--- src/rtl/fft_io_sequencer.sv ---
// Frame-level I/O controller for the FFT core.
// Loads one frame of ADC samples into the core's four RAM banks, pulses the
// core start, waits for completion, then streams the real-part results out
// as an indexed sample stream. The core's external address/write ports are
// only driven while the core's own controller is idle.
module fft_io_sequencer #(
   parameter int A_BIT = 8,
   parameter int D_BIT = 17
) (
   input  logic                    iCLK,
   input  logic                    iRESET,
   input  logic                    iARM,
   input  logic                    iADC_VALID,
   input  logic signed [D_BIT-2:0] iADC_DATA,
   input  logic                    iFFT_RDY,
   input  logic signed [D_BIT-1:0] iRES_RE_0,
   input  logic signed [D_BIT-1:0] iRES_RE_1,
   input  logic signed [D_BIT-1:0] iRES_RE_2,
   input  logic signed [D_BIT-1:0] iRES_RE_3,
   output logic signed [D_BIT-2:0] oDATA,
   output logic [A_BIT-1:0]        oADDR_WR_0,
   output logic [A_BIT-1:0]        oADDR_WR_1,
   output logic [A_BIT-1:0]        oADDR_WR_2,
   output logic [A_BIT-1:0]        oADDR_WR_3,
   output logic                    oWE_0,
   output logic                    oWE_1,
   output logic                    oWE_2,
   output logic                    oWE_3,
   output logic [A_BIT-1:0]        oADDR_RD_0,
   output logic [A_BIT-1:0]        oADDR_RD_1,
   output logic [A_BIT-1:0]        oADDR_RD_2,
   output logic [A_BIT-1:0]        oADDR_RD_3,
   output logic                    oSTART,
   output logic                    oRES_VALID,
   output logic signed [D_BIT-1:0] oRES_DATA,
   output logic [A_BIT+1:0]        oRES_INDEX,
   output logic                    oRES_LAST,
   output logic                    oBUSY,
   output logic                    oDONE,
   output logic                    oOVF
);

   localparam int IW = A_BIT + 2;
   localparam logic [IW-1:0] LAST_IDX = {IW{1'b1}};

   // DRAIN shows the last result, FINISH carries the done pulse.
   typedef enum logic [2:0] {
      S_IDLE,
      S_LOAD,
      S_START,
      S_WAIT,
      S_UNLOAD,
      S_DRAIN,
      S_FINISH
   } state_t;

   state_t                  state;
   logic [IW-1:0]           wr_cnt;
   logic [IW-1:0]           rd_cnt;
   logic [IW-1:0]           pipe_idx;
   logic                    rd_active;
   logic                    pipe_valid;
   logic                    rdy_prev;
   logic [A_BIT-1:0]        wr_addr;
   logic [3:0]              we;
   logic signed [D_BIT-1:0] res_sel;

   // Write/read addresses are shared by all banks; bank selection is via WE.
   assign oADDR_WR_0 = wr_addr;
   assign oADDR_WR_1 = wr_addr;
   assign oADDR_WR_2 = wr_addr;
   assign oADDR_WR_3 = wr_addr;
   assign oWE_0      = we[0];
   assign oWE_1      = we[1];
   assign oWE_2      = we[2];
   assign oWE_3      = we[3];
   assign oADDR_RD_0 = rd_cnt[A_BIT-1:0];
   assign oADDR_RD_1 = rd_cnt[A_BIT-1:0];
   assign oADDR_RD_2 = rd_cnt[A_BIT-1:0];
   assign oADDR_RD_3 = rd_cnt[A_BIT-1:0];
   assign oBUSY      = (state != S_IDLE);

   // Pick the bank holding the point whose read address was issued last cycle.
   always_comb begin
      res_sel = iRES_RE_0;
      case (pipe_idx[IW-1:IW-2])
         2'd0:    res_sel = iRES_RE_0;
         2'd1:    res_sel = iRES_RE_1;
         2'd2:    res_sel = iRES_RE_2;
         default: res_sel = iRES_RE_3;
      endcase
   end

   // Sequencer: load, start, wait for completion edge, unload, done.
   always_ff @(posedge iCLK) begin
      if (iRESET) begin
         state      <= S_IDLE;
         wr_cnt     <= '0;
         rd_cnt     <= '0;
         pipe_idx   <= '0;
         pipe_valid <= 1'b0;
         rd_active  <= 1'b0;
         rdy_prev   <= 1'b0;
         wr_addr    <= '0;
         we         <= '0;
         oDATA      <= '0;
         oSTART     <= 1'b0;
         oRES_VALID <= 1'b0;
         oRES_DATA  <= '0;
         oRES_INDEX <= '0;
         oRES_LAST  <= 1'b0;
         oDONE      <= 1'b0;
         oOVF       <= 1'b0;
      end else begin
         rdy_prev <= iFFT_RDY;
         we       <= '0;
         oSTART   <= 1'b0;
         oDONE    <= 1'b0;

         // Samples arriving after the frame is complete are dropped and flagged.
         if (iADC_VALID && state != S_IDLE && state != S_LOAD) begin
            oOVF <= 1'b1;
         end

         case (state)
            S_IDLE: begin
               if (iARM) begin
                  oOVF       <= 1'b0;
                  wr_cnt     <= '0;
                  rd_cnt     <= '0;
                  pipe_idx   <= '0;
                  pipe_valid <= 1'b0;
                  rd_active  <= 1'b0;
                  state      <= S_LOAD;
               end
            end

            S_LOAD: begin
               if (iADC_VALID) begin
                  oDATA   <= iADC_DATA;
                  wr_addr <= wr_cnt[A_BIT-1:0];
                  we      <= 4'b0001 << wr_cnt[IW-1:IW-2];
                  if (wr_cnt == LAST_IDX) begin
                     state <= S_START;
                  end else begin
                     wr_cnt <= wr_cnt + 1'b1;
                  end
               end
            end

            S_START: begin
               oSTART <= 1'b1;
               state  <= S_WAIT;
            end

            S_WAIT: begin
               // The oSTART cycle itself is excluded so a pre-existing high level never counts.
               if (!oSTART && iFFT_RDY && !rdy_prev) begin
                  rd_cnt    <= '0;
                  rd_active <= 1'b1;
                  state     <= S_UNLOAD;
               end
            end

            S_UNLOAD: begin
               pipe_valid <= rd_active;
               pipe_idx   <= rd_cnt;
               if (rd_active) begin
                  if (rd_cnt == LAST_IDX) begin
                     rd_active <= 1'b0;
                  end else begin
                     rd_cnt <= rd_cnt + 1'b1;
                  end
               end
               oRES_VALID <= pipe_valid;
               oRES_LAST  <= pipe_valid && (pipe_idx == LAST_IDX);
               if (pipe_valid) begin
                  oRES_DATA  <= res_sel;
                  oRES_INDEX <= pipe_idx;
               end
               if (pipe_valid && pipe_idx == LAST_IDX) begin
                  state <= S_DRAIN;
               end
            end

            S_DRAIN: begin
               oRES_VALID <= 1'b0;
               oRES_LAST  <= 1'b0;
               pipe_valid <= 1'b0;
               oDONE      <= 1'b1;
               state      <= S_FINISH;
            end

            S_FINISH: begin
               state <= S_IDLE;
            end

            default: begin
               state <= S_IDLE;
            end
         endcase
      end
   end

endmodule

--- config.mk ---
export PLATFORM = sky130hd
export DESIGN_NAME = fft_io_sequencer
export DESIGN_NICKNAME = d
export VERILOG_FILES = /design/src/rtl/fft_io_sequencer.sv
export SDC_FILE = /design/constraint.sdc
export NUM_CORES = 1
export LEC_CHECK = 0
export CORE_MARGIN = 1
export CORE_UTILIZATION = 43
export CTS_CLUSTER_SIZE = 16
export DETAILED_ROUTE_END_ITERATION = 12
export HOLD_SLACK_MARGIN = 0.03
export PLACE_DENSITY = 0.81
export REMOVE_ABC_BUFFERS = 1
export SKIP_LAST_GASP = 1
export SYNTH_ARGS = -nofsm -noshare
export SYNTH_HDL_FRONTEND = slang
export SYNTH_SLANG_ARGS = --single-unit
--- constraint.sdc ---
create_clock -name iCLK -period 2.15 [get_ports iCLK]
set_input_delay 0.645 -clock iCLK [delete_from_list [all_inputs] [get_ports iCLK]]
set_output_delay 0.645 -clock iCLK [all_outputs]
set_load 0.01 [all_outputs]
==> flow_summary.rst <==
.. list-table::
   :header-rows: 1

   * - Metric
     - Value
   * - Commonest cells in the netlist
     - nand2_1, dfxtp_1, a21oi_1
   * - Core Rows
     - 38
   * - Leakage power
     - 2.268 nW
   * - Share of the synthesized area in the top cell type
     - 0.4034
   * - Via count of the first global-routing pass
     - 4314
   * - Result of the run
     - finished clean
   * - Cell chosen for the clock root
     - clkbuf_8
   * - CORE AREA
     - between 0.01 and 0.015 mm2
   * - Relative contribution of the clock network to total power
     - 0.352
   * - Die outline area
     - 0.01151 mm2
   * - Finish-stage setup viols
     - 0
   * - Antenna violations before repair
     - 0
   * - Final Net Count
     - 800
   * - Number of enable flip-flop cells after synthesis
     - 0
   * - Cell Pwr Density
     - 507.6 mW/mm2
   * - Die extent in x
     - 107.3 um
   * - Per-cell via count in the routed design
     - 5.459
   * - Worst setup SP type
     - flip-flop
   * - Buffer count from post-CTS setup fixing
     - 0
   * - Total power consumption of the routed design
     - 0.003462 W
   * - Distinct cell type count of the synthesized netlist
     - 56
   * - Initial detailed-routing violation count
     - 278
   * - Cell Chain, Critical Path
     - clkdlybuf4s50_1
   * - Worst skew pair latency
     - 0.36 ns
   * - Maximum number of pins on one net before global-route repair
     - 33
   * - Cell accounting for the most synthesized area
     - dfxtp_1
   * - Clock period minus worst slack
     - 2.059 ns
   * - CP Capture Type
     - primary output
   * - Yosys synthesis warning count
     - 0
   * - Clock sinks
     - between 90 and 100
   * - Cells taking the most area after synthesis
     - dfxtp_1, nand2_1, buf_4
   * - Kind of cell with the highest combined delay on the critical path
     - buffers and inverters
   * - Maximum root-to-sink buffer count
     - 2
   * - Drt drc
     - 0
   * - Clock tree from TritonCTS
     - built
   * - Iteration count of the initial detailed-routing pass
     - 6
   * - Cell Area, Synth
     - 0.004765 mm2
   * - Unrepaired setup endpoints after global routing
     - no
   * - Initial Utilization
     - 0.4395
   * - Floorplan die height
     - 107.3 um
   * - Global Route Usage Sum
     - 0.2274
   * - Post-detailed-route wirelength per cell
     - 15.64 um
   * - Peak ir drop on the vdd network
     - around 0.41 mV
   * - Area growth from synthesis to final layout
     - 43.15%
   * - Switching part of the total power
     - 0.2464
   * - Final hold vios
     - 0
   * - Post-synthesis sequential area ratio
     - 0.4034
   * - Data required time at the worst endpoint
     - 1.50 ns
   * - Count of placed standard cells in the final layout, fillers left out
     - between 800 and 900
   * - Slowest stage cell, crit path
     - clkdlybuf4s50_1
   * - Tcrit/Tclk final
     - 0.9577
   * - Ports
     - 206
   * - Maximum fanout along the worst path
     - 12
   * - Placed Cells incl. Taps
     - 838
   * - Highest achievable clock rate
     - 485.7 MHz
   * - Top-count cell post-synth
     - nand2_1
   * - Fraction of layout cells with a size suffix above 1
     - 0.09944
   * - Average size of a mapped cell
     - 8.433 um2
   * - Slew of the pin with the lowest slew margin
     - 0.5351 ns
   * - Buffers & Inverters on Critical Path
     - 1
   * - Port-buffer cells
     - 205
   * - Total Routed Length
     - 13.36 mm
   * - Setup Crit Path Kind
     - reg -> out
   * - Combinational power share
     - 0.125
   * - HPWL after detailed placement
     - 9.774 mm
   * - GPL Wtd Cong
     - 0.8696
   * - Flip-flop cell with the highest count after synthesis
     - dfxtp_1
   * - Max Cap Viol
     - 0
   * - Worst Hold Class
     - reg -> reg
   * - Antenna-violating nets left
     - 0
   * - Number of CTS-inserted buffers
     - 9
   * - Critical path data arrival time
     - 1.41 ns
   * - Gate Count Post-Synth
     - 565
   * - Count of antenna diodes in the layout
     - 0
   * - FF+latch count, synth
     - 96
   * - Worst-case headroom to the max-slew limit
     - 0.6340
   * - Slowest cell delay on critical path
     - slightly below 0.6 ns
   * - Post-Route Skew
     - around 0.012 ns
   * - Clk pin slew, worst setup/hold paths
     - roughly 0.10 ns
   * - Sequential share of power
     - 0.523
   * - FFs w/ async S/R, synth
     - 0
   * - H-tree lvl count
     - 3
   * - P_sw
     - 0.0008532 W
   * - Worst hold margin
     - about 0.46 ns
   * - Wire length of the first global-routing pass
     - 21.09 mm
   * - Total global routing overflow
     - 0
   * - Detailed-route via count
     - approximately 4.7k
   * - Power Internal
     - 0.002609 W
   * - Fin. max-slew vios
     - 0
[cell families after synthesis]
family          synth area share
mux                      0.08456
simple gates              0.2174
compound gates            0.1597
fa+ha+maj               0.005251
buf+inv                   0.1297
flops                     0.4034
[final cells by class]
type                            instances  area [um2]
Multi-Input combinational cell        365        2225
Clock inverter                          7       76.32
Inverter                                9       33.78
Sequential cell                        96        1931
Tap cell                              140       175.2
Clock buffer                            9       123.9
Timing Repair Buffer                  228        2256
Fill cell                             876        4020
[path summary, 6_finish.rpt]
path | cells past startpoint | endpoint | startpoint | slack [ns]
worst max register to register | 6 | oRES_DATA[7] | state[2] | 0.25
worst min register to register | 2 | oDATA[2] | oDATA[2] | 0.46
worst max-delay path | 1 | oADDR_RD_3[2] | rd_cnt[2] | 0.09
worst min-delay path | 2 | oDATA[2] | oDATA[2] | 0.46
[power by group through the flow]
stage	registers [W]	clock network (W)	logic, W
2_1_floorplan	0.00187	0	0.000115
3_3_place_gp	0.00185	0	0.000419
3_5_place_dp	0.00185	0	0.000430
4_1_cts	0.00181	0.00124	0.000432
5_1_grt	0.00182	0.00132	0.000462
6_report	0.00181	0.00122	0.000432
[routing by layer]
layer	up-vias	share of wire	track usage
met1	2175	0.41	0.2809
li1	2220	-	-
met4	0	0.014	0.06458
met2	242	0.51	0.4041
met5	-	0	0
met3	25	0.072	0.03995
[sequential cells by signal, summed over array words and instances, names as in the netlist]
register,count
oADDR_WR_0,8
oDATA,16
oDONE,1
oOVF,1
oRES_DATA,17
oRES_INDEX,10
oRES_LAST,1
oRES_VALID,1
oSTART,1
pipe_idx,10
pipe_valid,1
rd_active,1
rd_cnt,10
rdy_prev,1
state,3
we,4
wr_cnt,10
[metrics by stage]
stage                     TNS (ns)  utilization  instance area, um2  setup WS [ns]
after CTS                        0       0.6288                6817       0.008304
after floorplan             -3.190            -                4180        -0.1171
after global routing             0       0.6292                6820        0.02916
after detailed placement   -0.5742       0.6100                6613        -0.1173
final                            0       0.6292                6820        0.09096
after global placement    -0.07424       0.6100                6613       -0.05877
[what timing repair did]
| action | CTS | global route |
|---|---|---|
| setup endpoints to repair | 17 | 12 |
| pin swaps | 0 | 0 |
| gates resized for setup | 5 | 3 |
| endpoints found under the hold margin | 0 | 0 |
| hold buffers | 0 | 0 |
[placed cells by master, fill, tap and decap left out, drive strengths merged, types with 3 or more instances in the layout]
cell	instances
a21oi	71
a22oi	8
a31oi	8
a41oi	3
and2	5
and3	7
and4	3
buf	24
clkbuf	9
clkdlybuf4s50	203
dfxtp	96
inv	12
mux4	17
nand2	123
nand2b	3
nand3	14
nand4	7
nor2	19
nor2b	3
nor3	10
nor3b	3
nor4b	3
o21ai	11
o31ai	4
or3	5
Power figures use the tool's default switching activity.
